`src/rtl/seg_step_sequencer_pkg.sv`:
```
// Shared types, pattern ROM and rate decoding for the segment step sequencer.
package seg_seq_pkg;

  typedef enum logic [1:0] {
    STOP = 2'd0,
    RUN  = 2'd1,
    STEP = 2'd2
  } seq_state_e;

  // Decimal glyphs 0..7, bit order gfedcba.
  localparam logic [6:0] PATTERN_ROM [8] = '{
    7'h3F, 7'h06, 7'h5B, 7'h4F, 7'h66, 7'h6D, 7'h7D, 7'h07
  };

  // Terminal prescaler value (divisor minus one) for each rate selection.
  function automatic logic [15:0] rate_divisor(input logic [1:0] rate_sel);
    logic [15:0] term;
    case (rate_sel)
      2'd0:    term = 16'h000F;
      2'd1:    term = 16'h00FF;
      2'd2:    term = 16'h0FFF;
      default: term = 16'hFFFF;
    endcase
    return term;
  endfunction

endpackage

```
`src/rtl/seg_step_sequencer_if.sv`:
```
// Control inputs and display outputs of the segment step sequencer.
interface seg_step_sequencer_if;

  logic       run;
  logic       step;
  logic       dir_down;
  logic [1:0] rate_sel;
  logic [2:0] step_idx;
  logic [6:0] segments;
  logic       wrap_tgl;

  // Driver side: the wrapper or bench that controls the sequencer.
  modport master (
    output run, step, dir_down, rate_sel,
    input  step_idx, segments, wrap_tgl
  );

  // Sequencer side.
  modport slave (
    input  run, step, dir_down, rate_sel,
    output step_idx, segments, wrap_tgl
  );

endinterface

```
`src/rtl/seg_step_sequencer_prescaler.sv`:
```
// Single-clock prescaler: counts 0..terminal while enabled and flags the terminal cycle.
module seg_prescaler #(
  parameter int W = 16
) (
  input  logic         clk,
  input  logic         reset,
  input  logic         clear_i,
  input  logic         enable_i,
  input  logic [W-1:0] terminal_i,
  output logic         tick_o
);

  logic [W-1:0] cnt_q;

  assign tick_o = enable_i & ~clear_i & (cnt_q == terminal_i);

  // Count up while enabled, wrap to zero at the terminal value, clear has priority.
  always_ff @(posedge clk) begin
    if (reset) begin
      cnt_q <= '0;
    end else if (clear_i) begin
      cnt_q <= '0;
    end else if (enable_i) begin
      if (cnt_q >= terminal_i) begin
        cnt_q <= '0;
      end else begin
        cnt_q <= cnt_q + 1'b1;
      end
    end
  end

endmodule

```
`src/rtl/seg_step_sequencer.sv`:
```
// Run/stop/single-step controller stepping a 3-bit index through the 7-segment pattern ROM.
// PRESCALE_W must be at least 16 so the slowest divisor fits.
module seg_step_sequencer
  import seg_seq_pkg::*;
#(
  parameter int PRESCALE_W = 16
) (
  input  logic                clk,
  input  logic                reset,
  seg_step_sequencer_if.slave bus
);

  seq_state_e state_q;
  logic       step_q;
  logic [1:0] rate_q;
  logic [2:0] idx_q;
  logic [2:0] idx_d;
  logic [6:0] seg_q;
  logic       wrap_q;
  logic       wrap_d;

  logic                  step_rise;
  logic                  rate_change;
  logic                  run_active;
  logic                  presc_clear;
  logic                  tick;
  logic                  advance;
  logic [PRESCALE_W-1:0] terminal;

  assign step_rise   = bus.step & ~step_q;
  assign rate_change = (bus.rate_sel != rate_q);
  assign run_active  = (state_q == RUN) && bus.run;
  assign presc_clear = ~run_active | rate_change;
  assign terminal    = PRESCALE_W'(rate_divisor(rate_q));
  assign advance     = (tick | (state_q == STEP)) & ~rate_change;

  seg_prescaler #(
    .W(PRESCALE_W)
  ) u_prescaler (
    .clk        (clk),
    .reset      (reset),
    .clear_i    (presc_clear),
    .enable_i   (run_active),
    .terminal_i (terminal),
    .tick_o     (tick)
  );

  // Next index and wrap detection; direction only matters on advancing edges.
  always_comb begin
    idx_d  = idx_q + 3'd1;
    wrap_d = (idx_q == 3'd7);
    if (bus.dir_down) begin
      idx_d  = idx_q - 3'd1;
      wrap_d = (idx_q == 3'd0);
    end
  end

  // Control FSM plus registered index, segment and wrap outputs.
  always_ff @(posedge clk) begin
    if (reset) begin
      state_q <= STOP;
      step_q  <= 1'b0;
      rate_q  <= 2'd0;
      idx_q   <= 3'd0;
      seg_q   <= 7'h3F;
      wrap_q  <= 1'b0;
    end else begin
      step_q <= bus.step;
      rate_q <= bus.rate_sel;
      case (state_q)
        STOP: begin
          if (bus.run) begin
            state_q <= RUN;
          end else if (step_rise) begin
            state_q <= STEP;
          end
        end
        RUN: begin
          if (!bus.run) begin
            state_q <= STOP;
          end
        end
        STEP:    state_q <= STOP;
        default: state_q <= STOP;
      endcase
      if (advance) begin
        idx_q <= idx_d;
        seg_q <= PATTERN_ROM[idx_d];
        if (wrap_d) begin
          wrap_q <= ~wrap_q;
        end
      end
    end
  end

  assign bus.step_idx = idx_q;
  assign bus.segments = seg_q;
  assign bus.wrap_tgl = wrap_q;

endmodule

```
`src/flat_wrapper.sv`:
```
// flat-port wrapper written by rule: the top's interface ports become plain ports
module seg_step_sequencer_flat import seg_seq_pkg::*;
#(
  parameter int PRESCALE_W = 16
)
  (clk, reset, bus_run, bus_step, bus_dir_down, bus_rate_sel, bus_step_idx, bus_segments, bus_wrap_tgl);
  seg_step_sequencer_if bus_i ();
  input  logic clk;
  input  logic reset;
  input wire logic [$bits(bus_i.run)-1:0] bus_run;
  input wire logic [$bits(bus_i.step)-1:0] bus_step;
  input wire logic [$bits(bus_i.dir_down)-1:0] bus_dir_down;
  input wire logic [$bits(bus_i.rate_sel)-1:0] bus_rate_sel;
  output wire logic [$bits(bus_i.step_idx)-1:0] bus_step_idx;
  output wire logic [$bits(bus_i.segments)-1:0] bus_segments;
  output wire logic [$bits(bus_i.wrap_tgl)-1:0] bus_wrap_tgl;
  assign bus_i.run = bus_run;
  assign bus_i.step = bus_step;
  assign bus_i.dir_down = bus_dir_down;
  assign bus_i.rate_sel = bus_rate_sel;
  assign bus_step_idx = bus_i.step_idx;
  assign bus_segments = bus_i.segments;
  assign bus_wrap_tgl = bus_i.wrap_tgl;
  seg_step_sequencer #(.PRESCALE_W(PRESCALE_W)) u_core (.clk(clk), .reset(reset), .bus(bus_i));
endmodule
```
`config.mk`:
```
export PLATFORM = sky130hd
export DESIGN_NAME = seg_step_sequencer_flat
export DESIGN_NICKNAME = d
export VERILOG_FILES = /design/src/rtl/seg_step_sequencer_pkg.sv /design/src/rtl/seg_step_sequencer_if.sv /design/src/rtl/seg_step_sequencer_prescaler.sv /design/src/rtl/seg_step_sequencer.sv /design/src/flat_wrapper.sv
export SDC_FILE = /design/constraint.sdc
export NUM_CORES = 1
export LEC_CHECK = 0
export ABC_AREA = 1
export CORE_UTILIZATION = 45
export DETAILED_ROUTE_END_ITERATION = 7
export GPL_TIMING_DRIVEN = 0
export PLACE_DENSITY = 0.67
export SETUP_SLACK_MARGIN = 0.2
export SKIP_LAST_GASP = 1
export SYNTH_ARGS = -nofsm -noshare
export SYNTH_HDL_FRONTEND = slang
export SYNTH_HIERARCHICAL = 1
export SYNTH_SLANG_ARGS = --single-unit
```
`constraint.sdc`:
```
create_clock -name clk -period 3.8 [get_ports clk]
set_input_delay 0.76 -clock clk [delete_from_list [all_inputs] [get_ports clk]]
set_output_delay 0.76 -clock clk [all_outputs]
set_load 0.02 [all_outputs]
```
==> impl_results.md <==
- Peak supply drop: 0.199 mV
- Row cnt: 24
- Fill count: 415
- Multi-input gate area: approximately 1200 um^2
- Nets: roughly 350
- Total number of vias: 1,732
- Critical path arrival: about 3.0 ns
- Net switching power: about 170 uW
- Async SR Flop Fraction: 0%
- Setup WS pre-CTS: 0.698 ns
- Max-cap violations: 0
- Unrepaired setup endpoints after global routing: false
- Post-cts resize count: 0
- Post-CTS Setup Inserts: 0
- First-pass GRT wire length: approximately 7200 um
- Final GP Congestion: approximately 0.81
- Placed insts: between 300 and 400
- HP Class: flop to flop
- Max Freq: about 0.36 GHz
- Diode count: 0
- Number of remaining DRC errors: 0
- CP max-delay cell: clkdlybuf4s50_1
- Synth unique cells: 29
- Post-synth EDFFs: 0
- Part of the cycle the worst path needs: about 74%
- Core Region: between 4000 and 5000 um^2
- WS Path Type: input port to flop
- Fin area: roughly 2400 um^2
- Cts bufs inserted: 5
- Slowest cell delay on critical path: between 0.4 and 0.5 ns
- Hpwl dp: 2980 um
- Clk Tree Root Cell: clkbuf_8
- Initial Utilization: a little under half
- Combinational power share: under 10%
- Worst setup SP type: input port
- Flops & latches, synth: 32
- Grt ovf: 0
- PwrDens: about 300 nW/um^2
- Setup_tns: 0 ns
- Number of standard cells in the layout, taps in and fillers out: roughly 370
- Seq/Total Area, Yosys: a little under a third
- Io pins: 18
- Share of cells above drive strength 1: 8.39%
- Buffers on Ports: 17
- CP Data Required Time: approximately 4 ns
- Final hold violations: 0
- Reg area: 641 um^2
- Syn Inst Count: between 200 and 300
- CTS tree: yes
- Sw frac: roughly a quarter
- Die area: a little under 5000 um^2
- GR Util All Layers: around 18%
- Ys flop type: dfxtp_1
- Routed vias/inst: ~4.6
- Vias in the first global route: roughly 1.7k
- Final setup viols: 0
- Flop pwr share: roughly 47%
- Largest net degree at the start of global routing: 12
- Number of max-slew violations in the final report: 0
- Antenna violations before repair: 0
- Setup ws final: around 1 ns
- Routed wire length: 3950 um
- Clk slew on worst S/H paths: approximately 0.070 ns
- Post-CTS Hold Buffers: 0
- CTS Sinks: 32
- Post-DP Area: 2320 um^2
- Worst Clk Skew: a little under 0.01 ns
- Pre-Repair DR Iteration Count: 4
- Internal: 563 uW
- Worst-path fanout max: 10
- CP Capture Type: flop
- Clock latency on the worst-skew pair: approximately 0.28 ns
- Antenna viol nets, final: 0
- Die X-Extent: 70.0 um
- Die height: roughly 70 um
- Yosys Warn Count: 6
- Worst R2R Path Depth: 12
- Cell breakdown of the critical path: clkdlybuf4s50_1, inv_1, nor3_1, buf_4, inv_1, nor4_1, a21oi_1, nand3b_1, a21oi_1, nand3_1
- Clock power share: a little over two fifths
- Avg Cell Area, Syn: approximately 7.1 um^2
- Status: complete, no violations
- Wirelength per Cell: roughly 11 um
- Clock buffer depth: 2
- Tmin final: 2.80 ns
- H-tree Lvls: 2
- Area delta synth->final: 17.0%
- Mapped cell area: 2080 um^2
- Initial DRC Count: between 60 and 70
- Leakage: roughly 1.1 nW
- Worst hold path cell count: 1
## sequential cells by signal, indices dropped and copies added, names as in the netlist
signal / count
u_core/rate_q: 2
u_core/step_q: 1
u_core/u_prescaler/cnt_q: 16
u_core/bus.wrap_tgl: 1
u_core/bus.segments: 7
u_core/state_q: 2
u_core/bus.step_idx: 3
## path summary, 6_finish.rpt
kind | startpoint | endpoint | slack (ns)
setup / recovery | bus_run | u_core/bus.segments[0]$_SDFFE_PP1P_ | 1.0
hold / removal | u_core/step_q$_SDFF_PP0_ | u_core/state_q[1]$_SDFFE_PP0P_ | 0.39
setup reg to reg | u_core/rate_q[1]$_SDFF_PP0_ | u_core/bus.segments[0]$_SDFFE_PP1P_ | 1.32
hold reg to reg | u_core/step_q$_SDFF_PP0_ | u_core/state_q[1]$_SDFFE_PP0P_ | 0.39
## metal layers
metal | routed length, um | vias up | GRT usage, %
met3 | 169 | 4 | 5.05
li1 | - | 955 | -
met5 | 0 | - | 0
met2 | 1840 | 23 | 30.3
met1 | 1900 | 750 | 21.9
met4 | 40 | 0 | 7.78
## synthesized netlist by cell type, types with 2 or more instances
cell type  instances  area, um^2
a21o_1             2        15.0
a21oi_1            8        40.0
a21oi_2            3        26.3
buf_4              2        15.0
buf_6              2        22.5
dfxtp_1           32         641
ha_1              23         288
inv_1             48         180
nand2_1           60         225
nand2_2            7        43.8
nand3_1           19        95.1
nand3b_1           3        22.5
nor2_1            43         161
nor2_4             3        33.8
nor3_1             5        25.0
nor4_1             2        12.5
o21ai_0            7        35.0
o21ai_1            4        20.0
xnor2_1            9        78.8
xor2_1             3        26.3
## cell type report
cell class	instances	share of cell area, %
Multi-Input combinational cell	211	50.3
Sequential cell	32	26.3
Inverter	49	7.56
Timing Repair Buffer	17	7.00
Clock buffer	6	2.98
Tap cell	52	2.67
Buffer	5	1.70
Clock inverter	2	1.44
## cell usage in the layout (no fill, tap or decap), types with 4 or more instances in the layout
master	Yosys	final
clkdlybuf4s50_1	0	17
nor3_1	5	5
a21oi_1	8	8
ha_1	23	23
o21ai_1	4	4
nand2_1	60	60
inv_1	48	48
conb_1	1	4
nor2_1	43	43
xnor2_1	9	9
clkbuf_8	0	5
nand2_2	7	7
dfxtp_1	32	32
nand3_1	19	19
o21ai_0	7	7
## stage by stage
step / utilization, % / power, mW / hold slack [ns]
2_1_floorplan: - / 0.399 / 0.372
3_3_place_gp: 53.0 / 0.419 / 0.376
3_5_place_dp: 53.0 / 0.421 / 0.387
4_1_cts: 55.5 / 0.747 / 0.397
5_1_grt: 55.5 / 0.771 / 0.407
6_report: 55.5 / 0.735 / 0.391
## critical path: cells and delay by family
| kind | cells | cell delay [ns] |
|---|---|---|
| buf+inv | 4 | 0.85 |
| compound gates | 2 | 0.34 |
| simple gates | 4 | 1.03 |
## power by group through the flow
stage / logic (mW) / registers, mW / clock network [mW]
finish: 0.0696 / 0.343 / 0.322
detailed placement: 0.0699 / 0.351 / 0
CTS: 0.0703 / 0.343 / 0.334
global placement: 0.0690 / 0.350 / 0
floorplan: 0.0474 / 0.352 / 0
global route: 0.0804 / 0.343 / 0.347
## cells by family (layout without fill, tap and decap cells)
logic type	count (synthesis)	in the layout	synth area share [%]
other	1	4	0.180
AOI/OAI and AO/OA	25	25	6.86
buffers and inverters	54	79	10.8
adders and majority gates	24	24	14.8
DFF	32	32	30.8
xor gates and xnor gates	12	12	5.06
muxes	1	1	0.482
and+or+nand+nor	145	145	30.9
No activity file was read; power rests on OpenSTA's default activity.
